==> config.mk <==
export PLATFORM = sky130hd
export DESIGN_NAME = capture_sender_of_verifla
export DESIGN_NICKNAME = d
export VERILOG_FILES = /design/src/rtl/capture_sender_of_verifla.sv
export SDC_FILE = /design/constraint.sdc
export NUM_CORES = 1
export LEC_CHECK = 0
export ABC_AREA = 1
export CAP_MARGIN = 10
export CORE_ASPECT_RATIO = 0.75
export CORE_MARGIN = 2
export CORE_UTILIZATION = 46
export DETAILED_ROUTE_END_ITERATION = 7
export PLACE_DENSITY = 0.8
export SYNTH_ARGS = -nofsm -noshare
export SYNTH_HDL_FRONTEND = slang
export SYNTH_SLANG_ARGS = --single-unit
==> constraint.sdc <==
create_clock -name clk -period 2.5 [get_ports clk]
set_input_delay 0.5 -clock clk [delete_from_list [all_inputs] [get_ports clk]]
set_output_delay 0.5 -clock clk [all_outputs]
set_load 0.05 [all_outputs]
==> src/rtl/capture_sender_of_verifla.sv <==
// capture_sender_of_verifla: streams every capture-memory word to the UART TX, MSB byte first,
// under the sc_run/ack_sc_run/sc_done handshake with the capture monitor.
module capture_sender_of_verifla #(
   parameter int LA_MEM_ADDRESS_BITS = 8,
   parameter int LA_MEM_WORDLEN_BITS = 24,
   parameter int LA_MEM_LAST_ADDR    = 255,
   parameter int WORD_BYTES          = (LA_MEM_WORDLEN_BITS + 7) / 8
) (
   input  logic                           clk,
   input  logic                           rst,
   input  logic                           sc_run,
   output logic                           ack_sc_run,
   output logic                           sc_done,
   output logic [LA_MEM_ADDRESS_BITS-1:0] mem_port_B_address,
   input  logic [LA_MEM_WORDLEN_BITS-1:0] mem_port_B_dout,
   output logic [7:0]                     tx_data,
   output logic                           tx_valid,
   input  logic                           tx_ready
);
   localparam int WB = WORD_BYTES * 8;
   localparam int IW = WORD_BYTES > 1 ? $clog2(WORD_BYTES) : 1;
   localparam logic [2:0] ST_IDLE    = 3'd0;
   localparam logic [2:0] ST_ACK     = 3'd1;
   localparam logic [2:0] ST_RD_ADDR = 3'd2;
   localparam logic [2:0] ST_RD_WAIT = 3'd3;
   localparam logic [2:0] ST_SEND    = 3'd4;
   localparam logic [2:0] ST_DONE    = 3'd5;
   logic [2:0]                     state_q, state_d;
   logic [LA_MEM_ADDRESS_BITS-1:0] cnt_q, cnt_d;
   logic [LA_MEM_ADDRESS_BITS-1:0] addr_q, addr_d;
   logic [IW-1:0]                  idx_q, idx_d;
   logic [WB-1:0]                  word_q, word_d;
   logic                           last_byte, last_addr;
   assign last_byte = idx_q == IW'(WORD_BYTES - 1);
   assign last_addr = cnt_q == LA_MEM_ADDRESS_BITS'(LA_MEM_LAST_ADDR);
   always_comb begin
      state_d = state_q;
      cnt_d   = cnt_q;
      addr_d  = addr_q;
      idx_d   = idx_q;
      word_d  = word_q;
      case (state_q)
         ST_IDLE: begin
            cnt_d   = '0;
            state_d = sc_run ? ST_ACK : ST_IDLE;
         end
         ST_ACK: state_d = ST_RD_ADDR;
         ST_RD_ADDR: begin
            addr_d  = cnt_q;
            state_d = ST_RD_WAIT;
         end
         ST_RD_WAIT: begin
            word_d  = WB'(mem_port_B_dout);
            idx_d   = '0;
            state_d = ST_SEND;
         end
         ST_SEND: begin
            if (tx_ready) begin
               if (!last_byte) idx_d = idx_q + 1'b1;
               else if (last_addr) state_d = ST_DONE;
               else begin
                  cnt_d   = cnt_q + 1'b1;
                  state_d = ST_RD_ADDR;
               end
            end
         end
         ST_DONE: state_d = sc_run ? ST_DONE : ST_IDLE;
         default: state_d = ST_IDLE;
      endcase
   end
   always_ff @(posedge clk or posedge rst) begin
      if (rst) begin
         state_q <= ST_IDLE;
         cnt_q   <= '0;
         addr_q  <= '0;
         idx_q   <= '0;
         word_q  <= '0;
      end else begin
         state_q <= state_d;
         cnt_q   <= cnt_d;
         addr_q  <= addr_d;
         idx_q   <= idx_d;
         word_q  <= word_d;
      end
   end
   // Address is presented straight from the counter in RD_ADDR so data arrives in RD_WAIT.
   assign mem_port_B_address = state_q == ST_RD_ADDR ? cnt_q : addr_q;
   assign ack_sc_run = state_q == ST_ACK;
   assign sc_done    = state_q == ST_DONE;
   assign tx_valid   = state_q == ST_SEND;
   assign tx_data    = word_q[8 * (WORD_BYTES - 1 - int'(idx_q)) +: 8];
endmodule

== After elaboration in Yosys (flattened, before gate mapping) ==
Index checks and enable logic that the tools add are counted.
Cells by class
  reductions and logical operators: 6
  shifts and indexed selects: 1
  equal/unequal tests: 11
  muxes and demuxes: 14
  $add $sub $neg: 3
Operator list (number)
  8-bit 2-to-1 mux: 4
  24-bit by 6-bit variable part select with 8-bit output: 1
  3-bit case mux with 6 select lines: 1
  8-bit case mux with 2 select lines: 1
  3-bit 2-to-1 mux: 4
  8-bit by 1-bit adder with 8-bit output, second input constant: 1
  8-bit equality test, second input constant: 1
  3-bit by 2-bit equality test with 1-bit output, second input constant: 2
  3-bit equality test, second input constant: 2
  2-bit 2-to-1 mux: 2
  2-bit by 1-bit != test with 1-bit output, second input constant: 2
  2-bit != test, second input constant: 2
  2-bit case mux with 2 select lines: 1
  4-bit AND reduction: 1
  2-bit nonzero test: 2
  3-bit by 1-bit equality test with 1-bit output, second input constant: 1
  3-bit zero test: 1
  3-bit AND reduction: 1
  2-bit by 2-bit subtractor with 3-bit output, first input constant: 1
  2-bit by 1-bit adder with 2-bit output, second input constant: 1
  2-bit equality test, second input constant: 1
  2-bit AND reduction: 1
  1-bit 2-to-1 mux: 1
Word-level totals
  input port bits: 28
  logic and storage cells: 40
  output and inout port bits: 19
  bits in registers: 45

== Longest topological paths before layout ==
  depth in word-level cells: 5
  depth in mapped cells: 10
  gate-level depth less buffers: 9

== Worst setup path after synthesis ==
OpenSTA, ideal clock, no wires.
  path kind: register -> output
  start: reg idx_q[0]
  end: out tx_data[0]
  data required time: 2.000 ns
  stages on the path, launching flop included: 8
  setup slack: -0.605 ns
  data arrival time: 2.605 ns
  path through: dfrtp_1 > clkinv_1 > clkbuf_1 > ha_1 > clkinv_1 > nand2_1 > o22ai_1 > nor3_1
Between the ends
  word-level cells in the longest chain between the ends: 2
RTL lines
  from (decl): RTL line 31  | logic [IW-1:0] idx_q, idx_d;
  from (signal assigned): RTL line 82  | idx_q <= idx_d;
  2-bit by 2-bit subtractor with 3-bit output: RTL line 91  | assign tx_data = word_q[8 * (WORD_BYTES - 1 - int'(idx_q)) +: 8];
  24-bit by 6-bit variable part select with 8-bit output: RTL line 91
  to (decl): RTL line 16  | output logic [7:0] tx_data,
No other way between the ends.

== Worst setup path in the final report ==
  start: reg state_q[2]
  end: out ack_sc_run
Between the ends
  word-level cells in the longest chain between the ends: 1
RTL lines
  from (decl): RTL line 28  | logic [2:0] state_q, state_d;
  from (signal assigned): RTL line 79  | state_q <= state_d;
  3-bit by 1-bit equality test with 1-bit output: RTL line 88  | assign ack_sc_run = state_q == ST_ACK;
  to (decl): RTL line 12  | output logic ack_sc_run,
No other way between the ends.

==> results.yml <==
critical_path:
  path_max_fanout: 5
  startpoint_type: "register"
  criticalPathCategory: "register to output port"
  worst_ep_required_time_ns: 2.00
  crit_arrival_ns: 1.89
  end_kind: "output port"
floorplanning:
  die_w_um: 83.8
  boundaryPins: 47
  row_count: 21
  coreArea_um2: 4520
  dieArea_um2: 5360
  initial_core_util: 0.487
  fp.dieH_um: 63.9
global_routing:
  grt_max_degree: 37
  grt_pass1_wl_um: 8780
  grt_antenna_before_repair: 0
  grtUsageTotal: 0.210
  grt_pass1_vias: 1887
  gr-total-overflow: 0
routing:
  wl_per_cell_um: 12.9
  drc_errors: 0
  wl_um: 4970
  wl_met1_um: 2340
  viasPerCell: 5.05
  wl_met2_um: 2310
  highest_layer: "met4"
  wl_met3_um: 284
  num_vias: 1945
  drt_iter0_markers: 140
  ant_nets: 0
  drt-pass1-iter-count: 4
clock_tree:
  path_clk_slew_ns: 0.08
  cts_root_buf: "clkbuf_8"
  postCtsSetupBuffers: 0
  numCtsBuffers: 5
  postCtsHoldBufs: 0
  clkLatencyLatePin_ns: 0.29
  cts_tree: "built"
  cts_max_level: 2
  cts_sinks: 45
  cts_max_path_buffers: 2
logic_synthesis:
  synthXorXnorAreaFrac: 0.00796
  synthesis.area_um2: 2200
  synth_compound_area_frac: 0.0654
  synth-seq-cells: 45
  syn_area_per_cell_um2: 7.91
  synth_top_family_by_area: "simple AND/OR/NAND/NOR gates"
  synthCells: 278
  synthAdderAreaFrac: 0.0171
  yosysTopAreaCell: "dfrtp_1"
  synth_nets: 309
  synth_top_area_share: 0.512
  synth.distinct_cells: 27
  synthMuxAreaShare: 0.0154
  ys_seq_area_frac: 0.512
  ys_warn_count: 0
  synth-simple-area-share: 0.324
  ys_top_cells_by_area: "dfrtp_1, nand2_1, inv_1"
placement:
  dp.cells: 378
  hpwl_um: 3610
  io_buffer_count: 46
  placed_cell_area_um2: 2990
  place.gp.congestion: 0.865
  place_ws_ns: 0.418
layout:
  multi_input_area_um2: 1040
  nets: 359
  antenna_cells: 0
  register_area_um2: 1130
  final_common_cell: "nand2_1"
  layout_common_cells: "nand2_1, dfrtp_1, clkdlybuf4s50_1, inv_1, buf_12"
  finalNonFillerCells: 385
  nFillCells: 346
  synthToLayoutAreaGrowth_pct: 39.9
  final_layout_size_suffix_gt1_frac: 0.152
  final_area_um2: 3080
timing:
  setup_violations: 0
  slew_violations: 0
  worstMarginPinSlew_ns: 0.834
  fin_crit_sh: 0.955
  fmax_ghz: 0.419
  relSlewSlack: 0.444
  timing.hold.ws_ns: 0.440
  rsz0062_at_grt: "false"
  hold_viol_final: 0
  fin_ws_ns: 0.113
  clock_skew_ns: 0.00695
  period_needed_ns: 2.39
power_and_ir_drop:
  power_mw: 3.68
  vdd_ir_drop_max_uv: 851
  power_density_nw_per_um2: 1200
  p_leak_nw: 1.50
status:
  outcome: "finished, final reports clean"
flow_run:
  cap_violations: 0
hold_path:
  min_path_type: "input pin to async pin"
synthesized netlist by cell type:
master / number
nand2_1: 125
dfrtp_1: 45
inv_1: 18
nor2_1: 13
nand3_1: 12
nor3_1: 9
a21oi_1: 8
o21ai_0: 8
o22ai_1: 8
buf_2: 3
ha_1: 3
inv_2: 3
mux2_2: 3
nand3_2: 3
buf_4: 2
clkinv_1: 2
nand2_4: 2
nor2_4: 2
a31oi_1: 1
buf_1: 1
clkbuf_1: 1
clkbuf_2: 1
nand4_1: 1
nor3b_1: 1
o211ai_1: 1
xnor2_1: 1
xor2_1: 1
repair_timing:
| item | CTS | global route |
|---|---|---|
| endpoints found under the hold margin | 0 | 0 |
| resized for setup | 0 | 1 |
| endpoints found under the setup margin | 0 | 1 |
state kept, by name, summed over array words and instances, names as in the netlist:
signal	flops
cnt_q	8
idx_q	2
addr_q	8
word_q	24
state_q	3
per-layer routing:
metal  global-route usage  vias up
met3               0.0568        2
li1                     -      979
met1                0.288      914
met4               0.0746        0
met2                0.322       50
met5                    0        -
critical path: stages (launching register included):
cell and delay, ns:
dfrtp_1 0.43, inv_1 0.16, nand3_1 0.14, inv_1 0.07
clkdlybuf4s50_1 0.79
power by group:
| group | internal [mW] | total (mW) | switching [mW] |
|---|---|---|---|
| logic | 0.878 | 2.11 | 1.23 |
| registers | 0.969 | 1.13 | 0.164 |
| clock network | 0.219 | 0.444 | 0.224 |
| total | 2.07 | 3.68 | 1.62 |
worst paths after layout:
kind	slack [ns]	startpoint	to	depth (start not counted)
setup reg to reg	1.00	state_q[2]$_DFFE_PP0P_	word_q[3]$_DFFE_PP0N_	5
hold / removal	0.44	rst	word_q[16]$_DFFE_PP0N_	2
max in group asynchronous	1.60	rst	word_q[3]$_DFFE_PP0N_	3
min in group clk	0.49	word_q[9]$_DFFE_PP0N_	word_q[9]$_DFFE_PP0N_	2
setup / recovery	0.11	state_q[2]$_DFFE_PP0P_	ack_sc_run	4
hold reg to reg	0.49	word_q[9]$_DFFE_PP0N_	word_q[9]$_DFFE_PP0N_	2
through the flow:
stage / util / TNS, ns
after global routing: 0.681 / 0
final: 0.681 / 0
after global placement: 0.661 / 0
after CTS: 0.681 / 0
after detailed placement: 0.661 / 0
after floorplan: - / -0.245
cell type report:
class	count	share of cell area
timing repair buffer	51	0.218
sequential	45	0.366
inverter	23	0.0280
clock buffer	7	0.0280
multi-input combinational	202	0.337
tap	57	0.0232
kinds of logic (layout without fill, tap and decap cells):
family | Yosys count | count (layout)
AOI/OAI and AO/OA | 26 | 26
xor gates and xnor gates | 2 | 2
adders and majority gates | 3 | 3
buffers and inverters | 31 | 81
DFF | 45 | 45
muxes | 3 | 3
and+or+nand+nor | 168 | 168
Power figures use the tool's default switching activity.
